<file path="src/rtl/mac_vec.sv">
// Two-stage pipelined vector multiply-accumulate: stage 1 forms the product and
// frames it, stage 2 accumulates with overflow detection and emits one result per vector.
module mac_vec #(
  parameter int DW     = 8,
  parameter int AW     = 24,
  parameter int LEN    = 16,
  parameter int SIGNED = 0,
  parameter int SAT    = 1,
  localparam int IW    = (LEN > 1) ? $clog2(LEN) : 1
) (
  input  logic          clk,
  input  logic          sclr,
  input  logic          in_valid,
  input  logic [DW-1:0] ina,
  input  logic [DW-1:0] inb,
  output logic [AW-1:0] out,
  output logic          out_valid,
  output logic          ovf,
  output logic [IW-1:0] idx
);

  logic [2*DW-1:0] a_ext, b_ext, mult, prod;
  logic            p_valid, p_first, p_last, idx_last;
  logic [AW-1:0]   ext, base, raw, sat_val, sum, acc;
  logic [AW:0]     wide;
  logic            this_ovf, vovf, vovf_next;

  // Operand extension to 2*DW makes a plain multiply give the right low bits in both modes
  always_comb begin
    if (SIGNED != 0) begin
      a_ext = {{DW{ina[DW-1]}}, ina};
      b_ext = {{DW{inb[DW-1]}}, inb};
    end else begin
      a_ext = {{DW{1'b0}}, ina};
      b_ext = {{DW{1'b0}}, inb};
    end
    mult     = a_ext * b_ext;
    idx_last = (idx == IW'(LEN - 1));
  end

  // Stage 1: product register, vector framing and sample index
  always_ff @(posedge clk) begin
    if (sclr) begin
      idx     <= {IW{1'b0}};
      p_valid <= 1'b0;
      p_first <= 1'b0;
      p_last  <= 1'b0;
      prod    <= {(2*DW){1'b0}};
    end else begin
      p_valid <= in_valid;
      if (in_valid) begin
        prod    <= mult;
        p_first <= (idx == {IW{1'b0}});
        p_last  <= idx_last;
        idx     <= idx_last ? {IW{1'b0}} : idx + IW'(1);
      end
    end
  end

  // Stage 2 datapath: first element loads instead of adding, so vectors never interact
  always_comb begin
    if (SIGNED != 0) begin
      ext = AW'($signed(prod));
    end else begin
      ext = AW'(prod);
    end
    base = p_first ? {AW{1'b0}} : acc;
    wide = {1'b0, base} + {1'b0, ext};
    raw  = wide[AW-1:0];
    if (SIGNED != 0) begin
      this_ovf = (base[AW-1] == ext[AW-1]) && (raw[AW-1] != base[AW-1]);
      sat_val  = base[AW-1] ? {1'b1, {(AW-1){1'b0}}} : {1'b0, {(AW-1){1'b1}}};
    end else begin
      this_ovf = wide[AW];
      sat_val  = {AW{1'b1}};
    end
    sum       = ((SAT != 0) && this_ovf) ? sat_val : raw;
    vovf_next = p_first ? this_ovf : (vovf | this_ovf);
  end

  // Stage 2 registers: accumulator, per-vector overflow and the result outputs
  always_ff @(posedge clk) begin
    if (sclr) begin
      acc       <= {AW{1'b0}};
      vovf      <= 1'b0;
      out       <= {AW{1'b0}};
      out_valid <= 1'b0;
      ovf       <= 1'b0;
    end else begin
      out_valid <= p_valid && p_last;
      if (p_valid) begin
        acc  <= sum;
        vovf <= vovf_next;
        if (p_last) begin
          out <= sum;
          ovf <= vovf_next;
        end
      end
    end
  end

endmodule

</file>
<file path="config.mk">
export PLATFORM = sky130hd
export DESIGN_NAME = mac_vec
export DESIGN_NICKNAME = d
export VERILOG_FILES = /design/src/rtl/mac_vec.sv
export SDC_FILE = /design/constraint.sdc
export NUM_CORES = 1
export LEC_CHECK = 0
export BUFFER_PORTS_ARGS = -buffer_cell sky130_fd_sc_hd__buf_4
export CAP_MARGIN = 5
export CORE_UTILIZATION = 49
export CTS_BUF_LIST = sky130_fd_sc_hd__clkbuf_8
export CTS_CLUSTER_DIAMETER = 50
export CTS_CLUSTER_SIZE = 8
export DETAILED_ROUTE_END_ITERATION = 12
export PLACE_DENSITY = 0.67
export SKIP_CTS_REPAIR_TIMING = 1
export SLEW_MARGIN = 30
export SYNTH_ARGS = -nofsm -noshare
export SYNTH_HDL_FRONTEND = slang
export SYNTH_SLANG_ARGS = --single-unit
</file>
<file path="constraint.sdc">
create_clock -name clk -period 9 [get_ports clk]
set_input_delay 1.8 -clock clk [delete_from_list [all_inputs] [get_ports clk]]
set_output_delay 1.8 -clock clk [all_outputs]
set_load 0.01 [all_outputs]
</file>
---- Yosys cells after proc, flatten, opt, wreduce, memory -nomap -nowiden ----
Index checks and enable logic that the tools add are counted.
storage, ports and cells
  flip-flop bits (word level) ............. 74
  input port bits ......................... 19
  output and inout port bits .............. 30
  logic and storage cells ................. 22
cells by class
  reduce and logical (&&, ||, !) cells .... 3
  multiply operators ...................... 1
  equal/unequal tests ..................... 1
  bitwise logic cells ..................... 1
  muxes and demuxes ....................... 4
  add/subtract/negate cells ............... 2
operators with widths
  cell                   number
  $mux W24               2
  $add A24 B16 Y25       1
  $mul A8 B8 Y16         1
  $add A4 B1 Y4 const B  1
  $eq A4 B4 Y1 const B   1
  $logic_not A4 Y1       1
  $mux W4                1
  $reduce_and A2 Y1      1
  $logic_and A1 B1 Y1    1
  $mux W1                1
  $or A1 B1 Y1           1

---- Depth between registers and ports, before layout ----
  word-level depth ........................ 4
  gate-level depth with buffers ........... 17
  gate-level depth less buffers ........... 17

---- Least setup slack after synthesis ----
OpenSTA, ideal clock, no wires.
  path kind ............................... input -> register
  start point ............................. input port inb[7]
  end point ............................... register prod[14]
  data required time ...................... 8,872 ps
  stages on the path ...................... 16
  arrival ................................. 5,460 ps
  setup time .............................. 128 ps
  setup slack ............................. 3,413 ps
  path through ............................ nand2_1 -> fa_1 -> fa_1 -> inv_1 -> fa_1 -> inv_1 -> fa_1 -> inv_1 -> ha_1 -> or2_2 -> a21oi_1 -> nor3_1 -> o31ai_1 -> xnor2_1 -> mux2i_1 -> nor2_1
between the ends
  cells in the longest elaborated chain, start to end .. 1
RTL lines
  item                  line  source
  from (decl)           15    input logic [DW-1:0] inb,
  $mul A8 B8 Y16        37    mult = a_ext * b_ext;
  to (signal assigned)  48    prod <= {(2*DW){1'b0}};
  to (signal assigned)  52    prod <= mult;
  to (decl)             22    logic [2*DW-1:0] a_ext, b_ext, mult, prod;
No other way between the ends.
A chain may end at the register's enable or synchronous reset.

---- Worst setup path in the final report ----
  start point ............................. input port ina[0]
  end point ............................... register prod[14]
between the ends
  cells in the longest elaborated chain, start to end .. 1
RTL lines
  item            line  source
  from (decl)     14    input logic [DW-1:0] ina,
  $mul A8 B8 Y16  37
No other way between the ends.

==> metrics.csv <==
stage;metric;value;unit
outcome;status;complete, no violations;
setup_path;Critical R2R Launch;p_first;
layout;post-layout util;56.7;%
power;Psw;465;uW
sta;Relative slew margins;37.3;%
sta;Layout Skew;0.0104;ns
sta;unrepaired setup endpoints after global routing;no;
yosys;Seq/Total Area, Yosys;24.8;%
yosys;Net Count, Synth;814;
placement;placed wire-length estimate;9640;um
die;CORE AREA;11700;sq um
routing;average vias per placed instance;5.51;
layout;synth-to-layout area growth;10.9;%
setup_path;Crit. End Element;register;
setup_path;CP max stage delay;0.54;ns
power;Clock Power Share;23.0;%
layout;commonest cells after routing, fill and taps aside;77 x nor2_1, 74 x dfxtp_1, 65 x inv_1, 54 x ha_1, 53 x and2_1;
sta;crit path time final;5.63;ns
min_path;Tightest Hold Check Type;reg2reg;
sta;Slew Viols, Final;0;
layout;fraction of layout cells with a size suffix above 1;13.0;%
global_routing;pin count of the biggest net entering global routing;63;
power;VDD IR max;0.0000887;V
layout;Diodes inserted;0;
routing;Initial DRT Pass Iterations;5;
setup_path;critical-path cell list;buf_4 > nand2_1 > fa_1 > fa_1 > inv_1 > fa_1 > inv_1 > fa_1 > inv_1 > ha_1 > or2_2 > a21oi_1 > nor3_1 > o31ai_1 > xnor2_1 > mux2i_1 > nor2_1;
global_routing;global-route wire length before repair;22100;um
clock_tree;CTS tree;yes;
clock_tree;H-tree depth;3;
power;share of power burned in registers;31.2;%
setup_path;CP most frequent cell;fa_1;
setup_path;CP Class;in2reg;
clock_tree;clk root buf;clkbuf_8;
clock_tree;# clock sinks;74;
layout;fin nets;849;
sta;Peak Freq;0.178;GHz
die;Site Rows;39;
flow_run;Max-cap violations;0;
routing;Residual DRC;0;
clock_tree;CTS buffer count;9;
global_routing;global-route total usage across every layer;21.7;%
power;switching part of the total;39.0;%
power;Combinational Power Share;45.8;%
setup_path;Critical Path AT;5.86;ns
yosys;Synth Instances;704;
yosys;Mapped Avg Cell Area;8.48;sq um
die;die area;12600;sq um
setup_path;CP max FO;8;
setup_path;required time of the worst setup path;9.23;ns
routing;WL final;12700;um
sta;hold violation total from the final report;0;
die;I/O Pins;49;
layout;commonest non-fill, non-tap cell in the layout;nor2_1;
setup_path;crit path from;ina[0];
routing;DRT antenna net count;0;
placement;I/O Buffers;48;
routing;Vias;4887;
yosys;Netlist Area Pre-Place;5970;sq um
clock_tree;worst-case clock buffer depth;2;
yosys;async set-or-reset flop fraction in the synthesized netlist;0;%
yosys;synthesized flop and latch total;74;
power;power per cell area;180;nW/um^2
clock_tree;Worst-path clk slew;0.08;ns
yosys;Synth Flop Type;dfxtp_1;
sta;Worst-Margin Slew;0.941;ns
routing;DR iter-0 viols;300;
sta;crit share post-route;62.6;%
global_routing;number of global-route vias before repair;4771;
power;internal power;728;uW
placement;Inst Count DP;871;
die;starting density of the core;51.2;%
setup_path;startpoint types;input pin;
setup_path;CP max-delay cell;fa_1;
yosys;Synthesis Warnings;0;
global_routing;initial antenna violation count;0;
global_routing;GRT overflow;0;
placement;gp weighted congestion;0.869;
layout;Layout Cells excl Fill;887;
yosys;library cells used by synthesis;57;
die;Die Width;112;um
sta;setup TNS;0;ns
min_path;HP Start;out[12];
routing;DR WL/cell;14.3;um
sta;# setup viols final;0;
yosys;Post-synth EDFFs;0;
clock_tree;worst skew pair latency;0.37;ns
die;Die Ht;112;um
power;Leak Pwr;0.00299;uW
power groups by stage:
| stage | Combinational [uW] | Clock, uW | Sequential [uW] |
|---|---|---|---|
| after floorplan | 446 | 0 | 373 |
| after global placement | 537 | 0 | 379 |
| after detailed placement | 550 | 0 | 379 |
| after CTS | 554 | 282 | 372 |
| after global routing | 628 | 297 | 375 |
| final | 547 | 275 | 372 |
layout make-up:
type / count / area (sq um)
inverter: 65 / 244
tap: 143 / 179
fill: 1106 / 5040
clock buffer: 9 / 124
clock inverter: 7 / 85.1
multi-input combinational: 538 / 4120
sequential: 74 / 1480
timing repair buffer: 51 / 383
flip-flops by register name (all words and copies together), names as in the netlist:
| register | cells |
|---|---|
| p_first | 1 |
| p_last | 1 |
| acc | 24 |
| out_valid | 1 |
| p_valid | 1 |
| idx | 4 |
| ovf | 1 |
| vovf | 1 |
| prod | 16 |
| out | 24 |
per-stage QoR:
step	total power [uW]	area, sq um	setup WS (ns)	hold slack (ns)
5_1_grt	1300	6620	3.14	0.498
4_1_cts	1210	6620	3.39	0.468
3_5_place_dp	929	6410	3.00	0.456
2_1_floorplan	819	5970	3.41	0.450
3_3_place_gp	916	6410	3.14	0.449
6_report	1190	6620	3.37	0.463
path summary, 6_finish.rpt:
kind	to	slack [ns]	cells after the start
worst min-delay path	out[12]	0.46	2
worst min register to register	out[12]	0.46	2
worst max-delay path	prod[14]	3.37	17
worst max register to register	acc[8]	5.37	12
kinds of logic (layout without fill, tap and decap cells):
group	after synthesis	in the layout	share of synthesized area [%]
flip-flops	74	74	24.8
XOR/XNOR	26	26	3.82
buffers and inverters	92	132	6.12
AND/OR/NAND/NOR	265	265	22.6
adder cells (fa/ha/maj)	91	91	23.7
AO/OA/AOI/OAI	138	138	15.9
multiplexers	18	18	3.02
critical path: cells and delay by family:
family / cells / cell delay, ns
simple gates: 4 / 0.54
compound gates: 2 / 0.56
mux: 1 / 0.15
fa+ha+maj: 5 / 2.42
xor+xnor: 1 / 0.12
buf+inv: 4 / 0.27
synth_stat cells, drive strengths merged (5+ instances only):
cell / count / area [sq um]
nor2: 84 / 333
dfxtp: 74 / 1480
inv: 65 / 244
ha: 54 / 676
and2: 53 / 332
nand2: 49 / 184
a21oi: 40 / 204
fa: 37 / 741
o21ai: 27 / 135
a211oi: 26 / 240
clkbuf: 21 / 78.8
nor2b: 20 / 125
xnor2: 20 / 175
mux2i: 18 / 180
nor3: 14 / 75.1
nand3: 13 / 70.1
nand2b: 9 / 56.3
a21o: 6 / 45.0
buf: 6 / 42.5
xor2: 6 / 52.6
or2: 5 / 33.8
metal layers:
layer	track usage, %	share of wire, %	vias to the layer above
met5	0	0	-
li1	-	-	2448
met4	5.96	1.1	0
met2	36.9	46	96
met1	28.3	49	2331
met3	4.00	3.9	12
(Power assumes the default switching activity.)
